==> src/rtl/edge_arb_pkg.sv <==
// rtl/edge_arb_pkg.sv - shared constants and slot-index helpers for the edge event arbiter
package edge_arb_pkg;

   localparam int N_CH_DEF   = 4;
   localparam int CH_W_DEF   = 2;
   localparam int DROP_W_DEF = 8;
   localparam int TS_W_DEF   = 16;
   localparam int N_SLOT     = 2 * N_CH_DEF;

   localparam logic POL_RISE = 1'b1;
   localparam logic POL_FALL = 1'b0;

   // each channel owns an adjacent slot pair: rise first, fall second
   localparam int SLOT_RISE_OFS = 0;
   localparam int SLOT_FALL_OFS = 1;

   function automatic int slot_of(input int ch, input logic pol);
      return 2 * ch + ((pol == POL_RISE) ? SLOT_RISE_OFS : SLOT_FALL_OFS);
   endfunction

endpackage

==> src/rtl/edge_chan.sv <==
// rtl/edge_chan.sv - one monitored channel: previous-value register and enable-masked edge outputs
module edge_chan (
   input  logic clk,
   input  logic rst,
   input  logic sig_in,
   input  logic rise_en,
   input  logic fall_en,
   output logic rise,
   output logic fall
);

   logic prev_q;
   logic prev_d;

   // prev tracks sig_in unconditionally so re-enabling never reports a stale edge
   always_comb prev_d = sig_in;

   always_ff @(posedge clk or negedge rst) begin
      if (!rst) prev_q <= 1'b0;
      else      prev_q <= prev_d;
   end

   assign rise = sig_in & ~prev_q & rise_en;
   assign fall = ~sig_in & prev_q & fall_en;

endmodule

==> src/rtl/edge_event_arbiter.sv <==
// rtl/edge_event_arbiter.sv - edge detection bank with round-robin event serialiser and drop counter
// Optional per-event timestamps: define EDGE_ARB_TIMESTAMP_EN.
module edge_event_arbiter
   import edge_arb_pkg::*;
#(
   parameter int N_CH   = N_CH_DEF,
   parameter int CH_W   = CH_W_DEF,
   parameter int DROP_W = DROP_W_DEF
`ifdef EDGE_ARB_TIMESTAMP_EN
   ,parameter int TS_W  = TS_W_DEF
`endif
) (
   input  logic              clk,
   input  logic              rst,
   input  logic [N_CH-1:0]   sig_in,
   input  logic [N_CH-1:0]   rise_en,
   input  logic [N_CH-1:0]   fall_en,
   output logic              evt_valid,
   input  logic              evt_ready,
   output logic [CH_W-1:0]   evt_ch,
   output logic              evt_pol,
`ifdef EDGE_ARB_TIMESTAMP_EN
   output logic [TS_W-1:0]   evt_ts,
`endif
   output logic [DROP_W-1:0] drop_cnt,
   input  logic              drop_clr,
   output logic              busy
);

   localparam int NS    = 2 * N_CH;
   localparam int SW    = CH_W + 1;
   localparam int SUM_W = DROP_W + $clog2(NS + 1);

   logic [N_CH-1:0]   rise;
   logic [N_CH-1:0]   fall;
   logic [NS-1:0]     set_v;
   logic [NS-1:0]     slot_en;

   logic [NS-1:0]     pending_q, pending_d;
   logic [SW-1:0]     rr_q, rr_d;
   logic              evt_valid_q, evt_valid_d;
   logic [CH_W-1:0]   evt_ch_q, evt_ch_d;
   logic              evt_pol_q, evt_pol_d;
   logic [DROP_W-1:0] drop_cnt_q, drop_cnt_d;

   logic              load;
   logic              found;
   logic [SW-1:0]     gidx;
   logic [SW-1:0]     s_idx;
   logic [NS-1:0]     grant;
   logic [NS-1:0]     drop_v;
   logic [SUM_W-1:0]  drop_sum;

   for (genvar c = 0; c < N_CH; c++) begin : g_chan
      edge_chan u_chan (
         .clk     (clk),
         .rst     (rst),
         .sig_in  (sig_in[c]),
         .rise_en (rise_en[c]),
         .fall_en (fall_en[c]),
         .rise    (rise[c]),
         .fall    (fall[c])
      );
      assign set_v[slot_of(c, POL_RISE)]   = rise[c];
      assign set_v[slot_of(c, POL_FALL)]   = fall[c];
      assign slot_en[slot_of(c, POL_RISE)] = rise_en[c];
      assign slot_en[slot_of(c, POL_FALL)] = fall_en[c];
   end

   // first pending slot at or after the pointer, only when the output register can take it
   always_comb begin
      load  = ~evt_valid_q | evt_ready;
      found = 1'b0;
      gidx  = '0;
      s_idx = '0;
      for (int k = 0; k < NS; k++) begin
         s_idx = SW'((int'(rr_q) + k) % NS);
         if (load && !found && pending_q[s_idx]) begin
            found = 1'b1;
            gidx  = s_idx;
         end
      end
      grant = '0;
      if (found) grant[gidx] = 1'b1;
   end

   // a fresh edge on the granted slot re-arms it rather than being lost
   always_comb begin
      pending_d = ((pending_q & ~grant) | set_v) & slot_en;
      drop_v    = set_v & pending_q & ~grant;

      drop_sum = drop_clr ? '0 : SUM_W'(drop_cnt_q);
      for (int s = 0; s < NS; s++) drop_sum = drop_sum + SUM_W'(drop_v[s]);
      drop_cnt_d = (|drop_sum[SUM_W-1:DROP_W]) ? '1 : drop_sum[DROP_W-1:0];

      evt_valid_d = evt_valid_q;
      evt_ch_d    = evt_ch_q;
      evt_pol_d   = evt_pol_q;
      rr_d        = rr_q;
      if (load) begin
         evt_valid_d = found;
         if (found) begin
            evt_ch_d  = gidx[SW-1:1];
            evt_pol_d = (gidx[0] == SLOT_RISE_OFS[0]) ? POL_RISE : POL_FALL;
            rr_d      = (gidx == SW'(NS - 1)) ? '0 : gidx + SW'(1);
         end
      end
   end

   always_ff @(posedge clk or negedge rst) begin
      if (!rst) begin
         pending_q   <= '0;
         rr_q        <= '0;
         evt_valid_q <= 1'b0;
         evt_ch_q    <= '0;
         evt_pol_q   <= 1'b0;
         drop_cnt_q  <= '0;
      end else begin
         pending_q   <= pending_d;
         rr_q        <= rr_d;
         evt_valid_q <= evt_valid_d;
         evt_ch_q    <= evt_ch_d;
         evt_pol_q   <= evt_pol_d;
         drop_cnt_q  <= drop_cnt_d;
      end
   end

`ifdef EDGE_ARB_TIMESTAMP_EN
   logic [TS_W-1:0] ts_q, ts_d;
   logic [TS_W-1:0] slot_ts_q [NS];
   logic [TS_W-1:0] slot_ts_d [NS];
   logic [TS_W-1:0] evt_ts_q, evt_ts_d;

   always_comb begin
      ts_d      = ts_q + TS_W'(1);
      slot_ts_d = slot_ts_q;
      for (int s = 0; s < NS; s++) begin
         if (set_v[s]) slot_ts_d[s] = ts_q;
      end
      evt_ts_d = evt_ts_q;
      if (load && found) evt_ts_d = slot_ts_q[gidx];
   end

   always_ff @(posedge clk or negedge rst) begin
      if (!rst) begin
         ts_q      <= '0;
         slot_ts_q <= '{default: '0};
         evt_ts_q  <= '0;
      end else begin
         ts_q      <= ts_d;
         slot_ts_q <= slot_ts_d;
         evt_ts_q  <= evt_ts_d;
      end
   end

   assign evt_ts = evt_ts_q;
`endif

   assign evt_valid = evt_valid_q;
   assign evt_ch    = evt_ch_q;
   assign evt_pol   = evt_pol_q;
   assign drop_cnt  = drop_cnt_q;
   assign busy      = (|pending_q) | evt_valid_q;

endmodule

==> config.mk <==
export PLATFORM = sky130hd
export DESIGN_NAME = edge_event_arbiter
export DESIGN_NICKNAME = d
export VERILOG_FILES = /design/src/rtl/edge_arb_pkg.sv /design/src/rtl/edge_chan.sv /design/src/rtl/edge_event_arbiter.sv
export SDC_FILE = /design/constraint.sdc
export NUM_CORES = 1
export LEC_CHECK = 0
export BUFFER_PORTS_ARGS = -buffer_cell sky130_fd_sc_hd__buf_2
export CORE_MARGIN = 3
export CORE_UTILIZATION = 54
export CTS_CLUSTER_SIZE = 10
export DETAILED_ROUTE_END_ITERATION = 16
export GPL_ROUTABILITY_DRIVEN = 0
export MAX_ROUTING_LAYER = met4
export PLACE_DENSITY = 0.75
export SYNTH_ARGS = -nofsm -noshare
export SYNTH_HDL_FRONTEND = slang
export SYNTH_HIERARCHICAL = 1
export SYNTH_SLANG_ARGS = --single-unit
export TNS_END_PERCENT = 10
==> constraint.sdc <==
create_clock -name clk -period 8.27 [get_ports clk]
set_input_delay 0.4135 -clock clk [delete_from_list [all_inputs] [get_ports clk]]
set_output_delay 0.4135 -clock clk [all_outputs]
set_load 0.02 [all_outputs]
======== After elaboration in Yosys (flattened, before gate mapping) ========
Cells that the tools add are included.
storage, ports and cells
  output and inout port bits .............. 13
  flip-flop bits (word level) ............. 27
  word-level logic and storage cells ...... 135
operators by class
  equality and inequality tests ........... 1
  muxes and demuxes ....................... 39
  reduce and logical (&&, ||, !) cells .... 26
  order comparisons ....................... 10
  $add $sub $neg .......................... 16
  bitwise logic cells ..................... 33
operator list
  cell                                                count
  adder 12 x 1 -> 12 bit                              4
  < comparator 3 x 4 -> 1 bit, second input constant  9
  bitwise AND 8 bit                                   4
  two-way mux 3 bit                                   9
  binary-select mux 1 bit (select 3 bit)              8
  two-way mux 8 bit                                   3
  two-way mux 1 bit                                   18
  bitwise AND 1 bit                                   16
  logical AND 1 bit                                   16
  adder 11 x 1 -> 12 bit                              1
  adder 3 bit, second input constant                  4
  adder 10 x 1 -> 11 bit                              1
  adder 9 x 1 -> 10 bit                               1
  adder 8 x 1 -> 9 bit                                1
  inverter 1 bit                                      9
  inverter 8 bit                                      1
  OR 8 bit                                            1
  OR reduction 8 bit                                  1
  zero test 1 bit                                     7
  adder 3 x 1 -> 3 bit, second input constant         2
  adder 3 x 2 -> 3 bit, second input constant         2
  OR reduction 4 bit                                  1
  demux 1 bit (select 3 bit)                          1
  == test 3 bit, second input constant                1
  3 further kinds                                     4

======== Logic depth before layout (Yosys ltp) ========
  word-level depth ........................ 49
  mapped depth ............................ 26
  gate-level depth less buffers ........... 22

======== Modules after synthesis ========
The synthesis kept the hierarchy.
by module, submodules not included
  module              times used  cells each  area an instance (um^2)
  edge_event_arbiter  1           273         2532.4
  edge_chan           4           3           42.5

======== Worst setup path after synthesis ========
No wires, ideal clock.
  path type ............................... register to register
  start point ............................. register rr_q[1]
  end point ............................... register drop_cnt_q[3], in the netlist drop_cnt[3]
  setup time .............................. 0.129 ns
  cell stages (with the launch flop) ...... 24
  arrival ................................. 6.194 ns
  path buffers ............................ 3
  data required time ...................... 8.141 ns
  slack ................................... 1.948 ns
  clock period less this slack ............ 6.322 ns
  cell sequence ........................... dfrtp_1 -> buf_2 -> buf_4 -> inv_2 -> ha_1 -> buf_4 -> mux4_2 -> and3_1 -> a31o_2 -> a2111oi_1 -> a311oi_1 -> a32o_2 -> nor3_4 -> a21o_1 -> fa_1 -> fa_1 -> inv_1 -> fa_1 -> fa_1 -> fa_1 -> a21o_1 -> a21oi_1 -> or4b_2 -> o21ai_0
on the way
  word-level cells in the longest chain between the ends .. 49
  elaborated cells between the ends (all ways) .. 79
  classes of those cells .................. 15 x add/sub; 2 x order compare; 36 x mux; 2 x bitwise; 24 x reduce/logical
ends and longest elaborated chain
  item                                                           line                       RTL
  start: declaration                                             edge_event_arbiter.sv:40   logic [SW-1:0] rr_q, rr_d;
  start signal: assignment                                       edge_event_arbiter.sv:120  rr_q <= rr_d;
  branches (longest 36 deep; another with adder 3 x 1 -> 3 bit)  -
  two-way mux 8 bit (*)                                          edge_event_arbiter.sv:84   if (found) grant[gidx] = 1'b1;
  inverter 8 bit (*)                                             edge_event_arbiter.sv:90   drop_v = set_v & pending_q & ~grant;
  bitwise AND 8 bit (*)                                          edge_event_arbiter.sv:90
  adder 8 x 1 -> 9 bit                                           edge_event_arbiter.sv:93   for (int s = 0; s < NS; s++) drop_sum = drop_sum + SUM_W'(drop_v[s]);
  adder 9 x 1 -> 10 bit                                          edge_event_arbiter.sv:93
  adder 10 x 1 -> 11 bit                                         edge_event_arbiter.sv:93
  adder 11 x 1 -> 12 bit                                         edge_event_arbiter.sv:93
  adder 12 x 1 -> 12 bit (3 in series)                           edge_event_arbiter.sv:93
  adder 12 x 1 -> 12 bit (*)                                     edge_event_arbiter.sv:93
  OR reduction 4 bit                                             edge_event_arbiter.sv:94   drop_cnt_d = (|drop_sum[SUM_W-1:DROP_W]) ? '1 : drop_sum[DROP_W-1:0];
  two-way mux 8 bit (*)                                          edge_event_arbiter.sv:94
  via drop_cnt_d[3]                                              edge_event_arbiter.sv:44   logic [DROP_W-1:0] drop_cnt_q, drop_cnt_d;
  end signal: assignment                                         edge_event_arbiter.sv:124  drop_cnt_q <= drop_cnt_d;
  end: declaration                                               edge_event_arbiter.sv:44
Mark *: on every way through the listed nets, which the timed path passes. The select of a mux whose other input is x is not followed.
A chain may end at the register's enable or synchronous reset.

======== Worst setup path in the final report ========
Ends and elaborated chain as after synthesis.

==> run_results.csv <==
group,metric,value,unit
run_status,outcome,"finished, final reports clean",
drt,wl_per_cell,17.6,microns
timing,grt_setup_unrepaired,"false",
global_route,grt_max_degree,28,
synthesis,synth.top_cell.area_share,25.0,%
synthesis,synthTopCellsByArea,"dfrtp_1 (25%), mux4_2 (5.8%), nand2_1 (4.3%)",
synthesis,synthArstFlopShare,100,%
synthesis,ys_ff_latch,27,
synthesis,synth_top_cell_by_area,"dfrtp_1",
synthesis,synthFlopType,"dfrtp_1",
synthesis,syn-num-nets,315,
die,die_h,76.7,microns
die,die_w,76.7,microns
drt,drt-total-wl,6450,microns
clocking,clkLatencyLatePin,0.28,ns
critical_path,required,8.44,ns
critical_path,reg2reg_from,"rr_q[1]",
timing,clock_skew,0.00996,ns
global_route,grt-ovfl-total,0,
clocking,cts_resized,0,
drt,drt-initial-drc-count,205,
critical_path,path_class,"reg -> reg",
timing,fmax,141,MHz
clocking,cts.sinks,27,
critical_path,endpoint,"drop_cnt[3]",
critical_path,crit_start,"rr_q[1]",
die,core_area,4790,sq um
min_path,worst_hold_path_type,"in -> async",
synthesis,yosysSeqAreaShare,25.0,%
critical_path,cp-end-kind,"flip-flop",
drt,dr_total_vias,2319,
synthesis,synthAdderAreaFrac,7.87,%
layout,drive_gt1_share,25.0,%
synthesis,syn_avg_cell_area,9.48,sq um
die,design.portCount,29,
drt,drc,0,
synthesis,synth_top_family_by_area,"compound AO/OA/AOI/OAI gates",
placement,io_buffers,28,
synthesis,synthXorXnorAreaFrac,2.87,%
die,num_rows,25,
global_route,grt_pass1_wl,11200,microns
synthesis,yosysWarnings,6,
synthesis,synth_edf_count,0,
die,start_util,56.5,%
timing,max_slew_margin,47.0,%
global_route,grt_pass1_vias,2323,
critical_path,regToRegEndpoint,"drop_cnt[3]",
drt,antenna_left,0,
timing,worst_pin_slew,0.795,ns
synthesis,ys_types,72,
synthesis,synth_mux_area_share,14.2,%
clocking,root_buffer,"clkbuf_8",
global_route,antenna_found_initial,0,
layout,finalNetCount,331,
critical_path,cp-start-kind,"flip-flop",
synthesis,synthSimpleGateAreaFrac,20.6,%
critical_path,reg2reg_setup_slack,1.17,ns
clocking,cts_hold_buf,0,
drt,firstDrtPassIters,6,
critical_path,r2r_cells,20,
layout,n_fill_cell,422,
synthesis,syn_area,2700,sq um
placement,dpl.hpwl,4870,microns
timing,min_period,7.10,ns
critical_path,arrival,7.27,ns
critical_path,cp_max_fo,14,
clocking,clk_path_buf_depth,2,
drt,vias_per_cell,6.32,
layout,n_antenna_cell,0,
timing,finalSetupViolCount,0,
synthesis,synth-compound-area-share,24.3,%
clocking,cts_buffers,3,
timing,tns,0,ns
synthesis,synth.most_common_cell,"nand2_1",
clocking,cts_tree,"built",
synthesis,syn_inst,285,
layout,final_util,60.3,%
timing,hold_violations,0,
clocking,clkTransAtPathRegs,0.10,ns
layout,synthToLayoutAreaGrowth,6.71,%
job,cap_violations,0,
timing,min_period_over_period,85.8,%
clocking,postCtsSetupRepairBufs,0,
die,die_area,5890,sq um
clocking,cts_htree_levels,1,
timing,slew_violations,0,
global_route,grt_usage,23.6,%
synthesis,synth_top_cells_by_count,"nand2_1 (31), dfrtp_1 (27), nor2_1 (15)",
## worst max-delay path, cell delays in order, from the launching register on
cell and delay [ns]:
dfrtp_1 0.61, inv_2 0.13, ha_1 0.61, mux2_2 0.41
mux2_2 0.29, a31oi_1 0.36, a21o_1 0.19, a211oi_2 0.11
a22o_1 0.33, nor3_2 0.42, a21o_1 0.22, fa_1 0.46
fa_1 0.54, inv_1 0.05, fa_1 0.50, fa_1 0.47
fa_1 0.41, a21o_1 0.19, a21oi_1 0.30, or4b_2 0.27
o21ai_0 0.10
## cell type report
class,instances,area [sq um],area share (%)
clock inverters,1,7.51,0.260
multi-input cells,230,1890,65.4
clock buffers,3,41.3,1.43
well taps,67,83.8,2.91
flip-flops and latches,27,676,23.4
repair buffers,30,155,5.38
inverters,9,33.8,1.17
## state kept, by name (all words and copies together), names as in the netlist
signal,cells
drop_cnt,8
evt_ch,2
evt_pol,1
evt_valid,1
g_chan.u_chan/prev_q,4
pending_q,8
rr_q,3
## cell families after synthesis
logic type / after synthesis
AND/OR/NAND/NOR: 99
AO/OA/AOI/OAI: 83
XOR/XNOR: 8
flip-flops: 27
adder cells (fa/ha/maj): 14
buffers and inverters: 28
multiplexers: 26
## placed cells by master, fill, tap and decap left out, drive strengths merged, types with 4 or more instances in the layout
cell,count
a211o,5
a211oi,9
a21o,7
a21oi,16
and2,5
and3,4
and3b,8
buf,30
dfrtp,27
fa,5
ha,9
inv,9
mux2,12
mux2i,6
mux4,8
nand2,32
nand2b,8
nor2,15
nor2b,7
nor3,6
o211ai,4
o21ai,12
xnor2,5
## how the worst min path moves through the flow
stage,slack [ns],cells after the start,startpoint,end
detailed placement,0.45,1,rst,drop_cnt[3]
global route,0.15,1,rst,drop_cnt[3]
CTS,0.14,1,rst,drop_cnt[3]
floorplan,0.12,0,rst,drop_cnt[0]
global placement,0.45,1,rst,drop_cnt[3]
finish,0.12,1,rst,drop_cnt[3]
## through the flow
stage               setup WS (ns)  hold slack [ns]  cell area (sq um)  instances
finish                       1.17            0.121               2880        367
global route                0.819            0.150               2880        367
CTS                          1.21            0.140               2880        367
detailed placement           1.22            0.453               2840        363
global placement             1.38            0.450               2840        363
floorplan                    1.95            0.118               2700        285
## metal layers
metal / global-route usage, % / vias up / routed length (microns)
li1: - / 1100 / -
met1: 31.4 / 1106 / 2890
met3: 3.29 / 18 / 435
met5: - / - / 0
met4: 7.79 / 0 / 159
met2: 37.3 / 95 / 2970
Power is not shown: default switching activity piles up to over one toggle a cycle in this logic, so the estimate is an artifact.
